==> config.mk <==
export PLATFORM = sky130hd
export DESIGN_NAME = application_selector_lcd_serial_rgb_driver
export DESIGN_NICKNAME = d
export VERILOG_FILES = /design/src/rtl/application_selector_lcd_pkg.sv /design/src/rtl/application_selector_lcd_byte_fifo.sv /design/src/rtl/application_selector_lcd_serial_rgb_driver.sv
export SDC_FILE = /design/constraint.sdc
export NUM_CORES = 1
export LEC_CHECK = 0
export BUFFER_PORTS_ARGS = -buffer_cell sky130_fd_sc_hd__buf_4
export CAP_MARGIN = 30
export CELL_PAD_IN_SITES_DETAIL_PLACEMENT = 0
export CELL_PAD_IN_SITES_GLOBAL_PLACEMENT = 1
export CORE_MARGIN = 4
export CORE_UTILIZATION = 55
export CTS_CLUSTER_SIZE = 16
export DETAILED_ROUTE_END_ITERATION = 10
export PLACE_DENSITY = 0.93
export SYNTH_ARGS = -nofsm -noshare
export SYNTH_HDL_FRONTEND = slang
export SYNTH_HIERARCHICAL = 1
export SYNTH_SLANG_ARGS = --single-unit
==> constraint.sdc <==
create_clock -name clk -period 6.9 [get_ports clk]
set_input_delay 0.69 -clock clk [delete_from_list [all_inputs] [get_ports clk]]
set_output_delay 0.69 -clock clk [all_outputs]
set_load 0.01 [all_outputs]
==> src/rtl/application_selector_lcd_pkg.sv <==
// application_selector_lcd_pkg: shared state encoding, timing defaults and FIFO entry layout
package application_selector_lcd_pkg;
  localparam logic [1:0] SEEK       = 2'd0;
  localparam logic [1:0] WAIT_FRAME = 2'd1;
  localparam logic [1:0] RUN        = 2'd2;
  localparam int DEF_H_SYNC     = 1;
  localparam int DEF_H_BACK     = 48;
  localparam int DEF_H_ACTIVE   = 2400;
  localparam int DEF_H_FRONT    = 40;
  localparam int DEF_V_SYNC     = 1;
  localparam int DEF_V_BACK     = 31;
  localparam int DEF_V_ACTIVE   = 480;
  localparam int DEF_V_FRONT    = 13;
  localparam int DEF_FIFO_DEPTH = 16;
  typedef struct packed {
    logic       eop;
    logic       sop;
    logic [7:0] data;
  } fifo_entry_t;
  function automatic int h_total(input int s, input int b, input int a, input int f);
    return s + b + a + f;
  endfunction
  function automatic int v_total(input int s, input int b, input int a, input int f);
    return s + b + a + f;
  endfunction
endpackage

==> src/rtl/application_selector_lcd_byte_fifo.sv <==
// application_selector_lcd_byte_fifo: show-ahead sync FIFO with flush
module application_selector_lcd_byte_fifo #(
  parameter int WIDTH = 10,
  parameter int DEPTH = 16
) (
  input  logic             clk,
  input  logic             reset,
  input  logic             push,
  input  logic             pop,
  input  logic             flush,
  input  logic [WIDTH-1:0] wdata,
  output logic [WIDTH-1:0] rdata,
  output logic             full,
  output logic             empty
);
  localparam int AW = $clog2(DEPTH);
  logic [WIDTH-1:0] mem [DEPTH];
  logic [AW-1:0] wr_ptr, rd_ptr;
  logic [AW:0] count;
  logic do_push, do_pop;
  assign full    = count == (AW+1)'(DEPTH);
  assign empty   = count == '0;
  assign do_push = push && !full && !flush;
  assign do_pop  = pop && !empty && !flush;
  assign rdata   = mem[rd_ptr];
  always_ff @(posedge clk)
    if (do_push) mem[wr_ptr] <= wdata;
  always_ff @(posedge clk) begin
    if (reset || flush) begin
      wr_ptr <= '0;
      rd_ptr <= '0;
      count  <= '0;
    end else begin
      if (do_push) wr_ptr <= wr_ptr + 1'b1;
      if (do_pop) rd_ptr <= rd_ptr + 1'b1;
      count <= count + (AW+1)'(do_push) - (AW+1)'(do_pop);
    end
  end
endmodule

==> src/rtl/application_selector_lcd_serial_rgb_driver.sv <==
// application_selector_lcd_serial_rgb_driver: Avalon-ST byte stream to serial-RGB panel timing
module application_selector_lcd_serial_rgb_driver
  import application_selector_lcd_pkg::*;
#(
  parameter int H_SYNC     = DEF_H_SYNC,
  parameter int H_BACK     = DEF_H_BACK,
  parameter int H_ACTIVE   = DEF_H_ACTIVE,
  parameter int H_FRONT    = DEF_H_FRONT,
  parameter int V_SYNC     = DEF_V_SYNC,
  parameter int V_BACK     = DEF_V_BACK,
  parameter int V_ACTIVE   = DEF_V_ACTIVE,
  parameter int V_FRONT    = DEF_V_FRONT,
  parameter int FIFO_DEPTH = DEF_FIFO_DEPTH
) (
  input  logic       clk,
  input  logic       reset,
  output logic       in_ready,
  input  logic       in_valid,
  input  logic [7:0] in_data,
  input  logic       in_startofpacket,
  input  logic       in_endofpacket,
  input  logic       in_empty,
  output logic       lcd_hsync_n,
  output logic       lcd_vsync_n,
  output logic       lcd_den,
  output logic [7:0] lcd_data,
  output logic       frame_done,
  output logic       sync_lost
);
  localparam int H_TOTAL = h_total(H_SYNC, H_BACK, H_ACTIVE, H_FRONT);
  localparam int V_TOTAL = v_total(V_SYNC, V_BACK, V_ACTIVE, V_FRONT);
  localparam int HW = $clog2(H_TOTAL);
  localparam int VW = $clog2(V_TOTAL);
  localparam logic [HW-1:0] H_FIRST = HW'(H_SYNC + H_BACK);
  localparam logic [HW-1:0] H_LAST  = HW'(H_SYNC + H_BACK + H_ACTIVE - 1);
  localparam logic [VW-1:0] V_FIRST = VW'(V_SYNC + V_BACK);
  localparam logic [VW-1:0] V_LAST  = VW'(V_SYNC + V_BACK + V_ACTIVE - 1);
  logic [HW-1:0] h_cnt;
  logic [VW-1:0] v_cnt;
  logic [1:0] state;
  logic active, first, last, check, err, done;
  logic push, pop, full, empty;
  logic unused;
  fifo_entry_t head, wdata;
  assign unused   = in_empty;
  assign active   = h_cnt >= H_FIRST && h_cnt <= H_LAST && v_cnt >= V_FIRST && v_cnt <= V_LAST;
  assign first    = h_cnt == H_FIRST && v_cnt == V_FIRST;
  assign last     = h_cnt == H_LAST && v_cnt == V_LAST;
  assign in_ready = state == SEEK || !full;
  assign push     = in_valid && in_ready && (state != SEEK || in_startofpacket);
  assign wdata    = '{eop: in_endofpacket, sop: in_startofpacket, data: in_data};
  // Every cycle that should consume a byte is checked for underflow and packet alignment
  assign check    = (state == RUN && active) || (state == WAIT_FRAME && first && !empty);
  assign err      = check && (empty || (head.sop && !first) || (head.eop != last));
  assign done     = check && !err && last;
  assign pop      = check && !empty;
  application_selector_lcd_byte_fifo #(.WIDTH(10), .DEPTH(FIFO_DEPTH)) u_fifo (
    .clk   (clk),
    .reset (reset),
    .push  (push),
    .pop   (pop),
    .flush (err),
    .wdata (wdata),
    .rdata (head),
    .full  (full),
    .empty (empty)
  );
  always_ff @(posedge clk) begin
    if (reset) begin
      h_cnt       <= '0;
      v_cnt       <= '0;
      state       <= SEEK;
      lcd_hsync_n <= 1'b1;
      lcd_vsync_n <= 1'b1;
      lcd_den     <= 1'b0;
      lcd_data    <= 8'h00;
      frame_done  <= 1'b0;
      sync_lost   <= 1'b0;
    end else begin
      h_cnt <= h_cnt == HW'(H_TOTAL - 1) ? '0 : h_cnt + 1'b1;
      if (h_cnt == HW'(H_TOTAL - 1)) v_cnt <= v_cnt == VW'(V_TOTAL - 1) ? '0 : v_cnt + 1'b1;
      state <= err ? SEEK :
               done ? WAIT_FRAME :
               (state == SEEK && push) ? WAIT_FRAME :
               (state == WAIT_FRAME && pop) ? RUN : state;
      lcd_hsync_n <= !(h_cnt < HW'(H_SYNC));
      lcd_vsync_n <= !(v_cnt < VW'(V_SYNC));
      lcd_den     <= active;
      lcd_data    <= pop ? head.data : 8'h00;
      frame_done  <= done;
      sync_lost   <= err;
    end
  end
endmodule

# [Word-level counts from Yosys, hierarchy flattened]
# Memories as Yosys holds them, arrays and structs flattened. A register that Yosys moved wholly into a read port is not among the register bits.
# Index checks and enable logic that the tools add are counted.
[classes] n_div=0 mul=0 addsub=6 eq_ne=10 n_lt_le_gt_ge=6 bitwise_logic=1 muxes=8 reduce_logical=41 shift=0
[ops] cell="equality test 12 bit, second input constant" n=2
[ops] cell="logical AND 1 bit" n=21
[ops] cell="adder 12 x 1 -> 12 bit, second input constant" n=1
[ops] cell="equality test 12 x 6 -> 1 bit, second input constant" n=1
[ops] cell=">= comparator 12 x 6 -> 1 bit, second input constant" n=1
[ops] cell="less-or-equal comparator 12 bit, second input constant" n=1
[ops] cell="less-than comparator 12 x 1 -> 1 bit, second input constant" n=1
[ops] cell="adder 10 x 1 -> 10 bit, second input constant" n=1
[ops] cell="equality test 10 bit, second input constant" n=1
[ops] cell="equality test 10 x 6 -> 1 bit, second input constant" n=1
[ops] cell="equality test 10 x 9 -> 1 bit, second input constant" n=1
[ops] cell=">= comparator 10 x 6 -> 1 bit, second input constant" n=1
[ops] cell="less-or-equal comparator 10 x 9 -> 1 bit, second input constant" n=1
[ops] cell="less-than comparator 10 x 1 -> 1 bit, second input constant" n=1
[ops] cell="2-to-1 mux 10 bit" n=1
[ops] cell="adder 4 x 1 -> 4 bit, second input constant" n=2
[ops] cell="2-to-1 mux 4 bit" n=2
[ops] cell="logical NOT 1 bit" n=6
[ops] cell="logical OR 1 bit" n=6
[ops] cell="OR reduction 2 bit" n=3
[ops] cell="adder 5 x 1 -> 5 bit" n=1
[ops] cell="equality test 5 bit, second input constant" n=1
[ops] cell="logical NOT 5 bit" n=1
[ops] cell="2-to-1 mux 1 bit" n=5
[ops] cell="9 further kinds" n=9
[word_totals] regBits=50 memories=1 out_inout_bits=14 ram_bits=160 mem_bits_ro=0 word_cells=86 latch_bits=0 input_bits=14
[mem_list] memory="u_fifo.mem" words=16 width=10 rd=1 rd_clocked_by_memory_dff=1 write_ports=1 line="application_selector_lcd_byte_fifo.sv:17" source="logic [WIDTH-1:0] mem [DEPTH];"

# [Longest topological paths before layout]
[logic_depth] depth_word=11 ltp_mapped=20 ltp_nobuf=19

# [By module]
# The synthesis kept the hierarchy.
[by_module_without_submodules] mod="application_selector_lcd_byte_fifo" cells_per_inst=360 area_per_inst_um2=6961.7 instances=1 seq_area_each_um2=5144.9
[by_module_without_submodules] mod="application_selector_lcd_serial_rgb_driver" cells_per_inst=207 area_per_inst_um2=1891.8 instances=1 seq_area_each_um2=740.7

# [Least setup slack after synthesis]
# Ideal clock, no wire load.
[synth_path] path_kind="reg-to-reg" startpoint="register u_fifo.count[2]" endpoint="register u_fifo.count[4]" required_time_ns=6.830 slack_ns=2.865 arrival_ns=3.965 synth_period_minus_slack_ns=4.035 path_buffers=0 stages_incl_launch_ff=20 setup_time_ns=0.070 cell_sequence="dfxtp_1 -> inv_1 -> ha_1 -> or4b_1 -> inv_1 -> or4b_4 -> nor4b_4 -> o2bb2ai_1 -> and3_4 -> nor2_1 -> nor3_1 -> inv_1 -> ha_1 -> inv_1 -> ha_1 -> fa_1 -> a21oi_1 -> nor2_1 -> or3_1 -> a21oi_1"
[synth_via] elab_chain_cells=9 elab_cells_between_ends=21 classes_between="2 x add/sub; 1 x eq/ne; 18 x reduce/logical"
[synth_rtl] element="start: declaration" line="application_selector_lcd_byte_fifo.sv:19" source="logic [AW:0] count;"
[synth_rtl] element="start signal: assignment" line="application_selector_lcd_byte_fifo.sv:36" source="count <= count + (AW+1)'(do_push) - (AW+1)'(do_pop);"
[synth_rtl] element="logical NOT 5 bit *" line="application_selector_lcd_byte_fifo.sv:22" source="assign empty = count == '0;"
[synth_rtl] element="via empty" line="application_selector_lcd_serial_rgb_driver.sv:42" source="logic push, pop, full, empty;"
[synth_rtl] element="logical NOT 1 bit" line="application_selector_lcd_serial_rgb_driver.sv:53" source="assign check = (state == RUN && active) || (state == WAIT_FRAME && first && !empty);"
[synth_rtl] element="logical AND 1 bit" line="application_selector_lcd_serial_rgb_driver.sv:53"
[synth_rtl] element="logical OR 1 bit" line="application_selector_lcd_serial_rgb_driver.sv:53"
[synth_rtl] element="logical AND 1 bit *" line="application_selector_lcd_serial_rgb_driver.sv:54" source="assign err = check && (empty || (head.sop && !first) || (head.eop != last));"
[synth_rtl] element="via err" line="application_selector_lcd_serial_rgb_driver.sv:41" source="logic active, first, last, check, err, done;"
[synth_rtl] element="logical NOT 1 bit" line="application_selector_lcd_byte_fifo.sv:23, application_selector_lcd_byte_fifo.sv:24"
[synth_rtl] element="logical AND 1 bit" line="application_selector_lcd_byte_fifo.sv:23" source="assign do_push = push && !full && !flush;"
[synth_rtl] element="adder 5 x 1 -> 5 bit" line="application_selector_lcd_byte_fifo.sv:36"
[synth_rtl] element="subtractor 5 x 1 -> 5 bit" line="application_selector_lcd_byte_fifo.sv:36"
# Mark *: on every way through the listed nets, which the timed path passes. The rest lies on a longest branch.
# A chain may end at the register's enable or synchronous reset.

# [Final worst setup path]
[layout_path] startpoint="register u_fifo.count[3]" endpoint="register u_fifo.count[4]"
# Same word-level chain as after synthesis.

==> flow_summary.json <==
{
  "leakage_nw": 3.349,
  "netlist_area_sq_um": 8853,
  "cts_tree": "built",
  "cts_buffer_depth": 3,
  "area.growth.synth_to_final_pct": 12.97,
  "cts.sinks": 214,
  "finalSetupTns_ns": 0,
  "vias": 5045,
  "cp-start-kind": "flip-flop",
  "layout_commonest_cell": "edfxtp_1",
  "drt-wirelength-per-cell_microns": 21.78,
  "chipHeight_microns": 134.9,
  "rows": 46,
  "first_global_vias": 5043,
  "synth-main-ff-cell": "edfxtp_1",
  "finalClockSkew_ns": 0.01293,
  "power_switching_mw": 0.6008,
  "path_clk_slew_ns": 0.06,
  "grt_max_degree": 26,
  "power_frac_seq_pct": 52.0,
  "cp.required_ns": 7.32,
  "syn_area_per_cell_sq_um": 15.61,
  "drc": 0,
  "die_w_microns": 134.9,
  "postSynthCellCount": 567,
  "worst_pin_slew_ns": 1.093,
  "p_int_mw": 2.135,
  "yosys_register_bits": 214,
  "post_cts_buffers": 0,
  "power_density_nw_per_um2": 273.5,
  "cts_inserted_buffers": 21,
  "maxCapViolCount": 0,
  "grt_usage_pct": 20.29,
  "sw_frac_of_total_pct": 21.96,
  "startpoint": "u_fifo/count[3]",
  "dp_cells": 797,
  "hold_buffers": 0,
  "io_pins": 28,
  "hpwl_mm": 11.51,
  "finalMaxSlewViolations": 0,
  "htreeDepth": 1,
  "layout_common_cells": "edfxtp_1 (160), nor2_1 (56), dfxtp_1 (53), buf_4 (43), mux4_2 (28)",
  "first_iter_violations": 545,
  "path_class": "reg -> reg",
  "root_buffer": "clkbuf_16",
  "r2r_slack_ns": 1.90,
  "grt_pass1_wl_mm": 28.37,
  "antenna_cells": 0,
  "placed_area_sq_um": 9290,
  "hp-class": "in -> reg",
  "place_ws_ns": 1.968,
  "synth.distinct_cells": 60,
  "grt_overflow": 0,
  "dr.pass1.iters": 5,
  "period_share_pct": 72.53,
  "ys_async_sr_fraction_pct": 0,
  "io_buffers": 26,
  "worstPathArrival_ns": 5.42,
  "design_area_sq_um": 10000,
  "cts_resized": 0,
  "clk-insertion-delay-late_ns": 0.49,
  "initial_core_util_pct": 55.94,
  "rsz0062_at_grt": "no",
  "layout-drive-gt1-share_pct": 20.65,
  "pwr-share-clk_pct": 41.6,
  "ir_worst_vdd_uv": 227.1,
  "ys_seq_area_share_pct": 66.48,
  "dieArea_sq_um": 18190,
  "setup_viol": 0,
  "coreArea_sq_um": 15830,
  "fin_cells": 836,
  "max-slew-margin-rel_pct": 26.95,
  "viasPerCell": 6.035,
  "p_total_mw": 2.735,
  "critPathMaxFanout": 13,
  "r2r_start": "u_fifo/count[3]",
  "synth-edff-count": 160,
  "cp-end-kind": "flip-flop",
  "p_comb_share_pct": 6.4,
  "antenna_found_initial": 0,
  "route.final.wire_length_mm": 18.21,
  "ant_nets": 0,
  "status": "completed",
  "r2r-end": "u_fifo/count[4]",
  "synthesis.nets": 599,
  "routabilityCongestion": 0.7954,
  "fmax_mhz": 199.8,
  "nets": 638,
  "endpoint": "u_fifo/count[4]",
  "ys_warn_count": 6,
  "whs_ns": 0.5030,
  "reg2regPathDepth": 19,
  "min_period_ns": 5.005,
  "finalHoldViolCount": 0,
  "fin_util_pct": 63.19,
  "setup_ws_ns": 1.895
}
-- cells by family after synthesis --
family | count (synthesis) | synth area share, %
flops | 214 | 66.48
simple gates | 171 | 11.04
compound gates | 51 | 4.070
buf+inv | 48 | 2.629
mux | 40 | 10.68
xor+xnor | 25 | 2.473
fa+ha+maj | 18 | 2.629
-- worst max-delay path: stages (launching register included) --
cell     delay (ns)
dfxtp_1        0.32
inv_1          0.09
ha_1           0.18
or4b_1         0.56
inv_1          0.38
or4b_4         0.22
nor4b_4        0.05
and4_1         0.23
nor2_2         0.49
nor2_1         0.22
nor3_1         0.43
inv_1          0.09
ha_1           0.29
inv_1          0.04
ha_1           0.20
fa_1           0.41
a21oi_1        0.17
nor2_1         0.07
or3_1          0.36
a21oi_1        0.14
-- per-layer routing --
layer	vias to the layer above	share of wire, %	global-route usage [%]
met5	-	0	0
met4	0	2.7	6.561
met3	38	6.9	3.651
met2	208	50	33.19
met1	2544	41	28.00
li1	2255	-	-
-- cell usage after synthesis (3+ instances only) --
master      n  share of area [%]
nor2_1     56                2.4
buf_2       6               0.34
o21ai_0     6               0.34
nor3_1     10               0.57
nor4b_1     5               0.49
ha_1       17                2.4
nor4b_2     6                1.0
and2_1      4               0.28
nor2b_1     4               0.28
dfxtp_1    54                 12
inv_1      20               0.85
nand2_1    26                1.1
nand3_1    18                1.0
nand2b_1    3               0.21
clkbuf_1   10               0.42
xnor2_1    11                1.1
xor2_1     14                1.4
a22oi_1    20                1.7
or3_1       5               0.35
mux4_1     12                3.6
mux4_2     28                7.1
nand4_1     7               0.49
buf_1       6               0.25
a21oi_1     9               0.51
edfxtp_1  160                 54
-- worst min path at each step --
stage / startpoint / end / slack, ns / depth (start not counted)
after CTS: in_data[3] / u_fifo/mem[8][3] / 0.49 / 1
final: in_data[4] / u_fifo/mem[13][4] / 0.50 / 1
after global routing: in_data[4] / u_fifo/mem[4][4] / 0.52 / 1
after global placement: h_cnt[0] / h_cnt[0] / 0.47 / 1
after floorplan: h_cnt[0] / h_cnt[0] / 0.46 / 1
after detailed placement: h_cnt[0] / h_cnt[0] / 0.49 / 1
-- power by group through the flow --
stage	clock network (mW)	registers, mW	logic [mW]
after floorplan	0	1.45	0.115
after global placement	0	1.45	0.162
after detailed placement	0	1.45	0.172
after CTS	1.15	1.42	0.175
after global routing	1.20	1.42	0.193
final	1.14	1.42	0.176
-- layout make-up --
| class | instances | area, sq um |
|---|---|---|
| Fill cell | 1093 | 5826 |
| Tap cell | 216 | 270.3 |
| Clock inverter | 10 | 87.58 |
| Multi-Input combinational cell | 305 | 2735 |
| Clock buffer | 27 | 609.3 |
| Sequential cell | 214 | 5887 |
| Inverter | 20 | 75.07 |
| Timing Repair Buffer | 44 | 337.8 |
-- registers in the layout (all words and copies together), names as in the netlist, 2 cells and up, named ones only --
register	cells
h_cnt	12
lcd_data	8
state	2
u_fifo/count	5
u_fifo/mem	160
u_fifo/rd_ptr	4
u_fifo/wr_ptr	4
v_cnt	10
(Power assumes the default switching activity.)
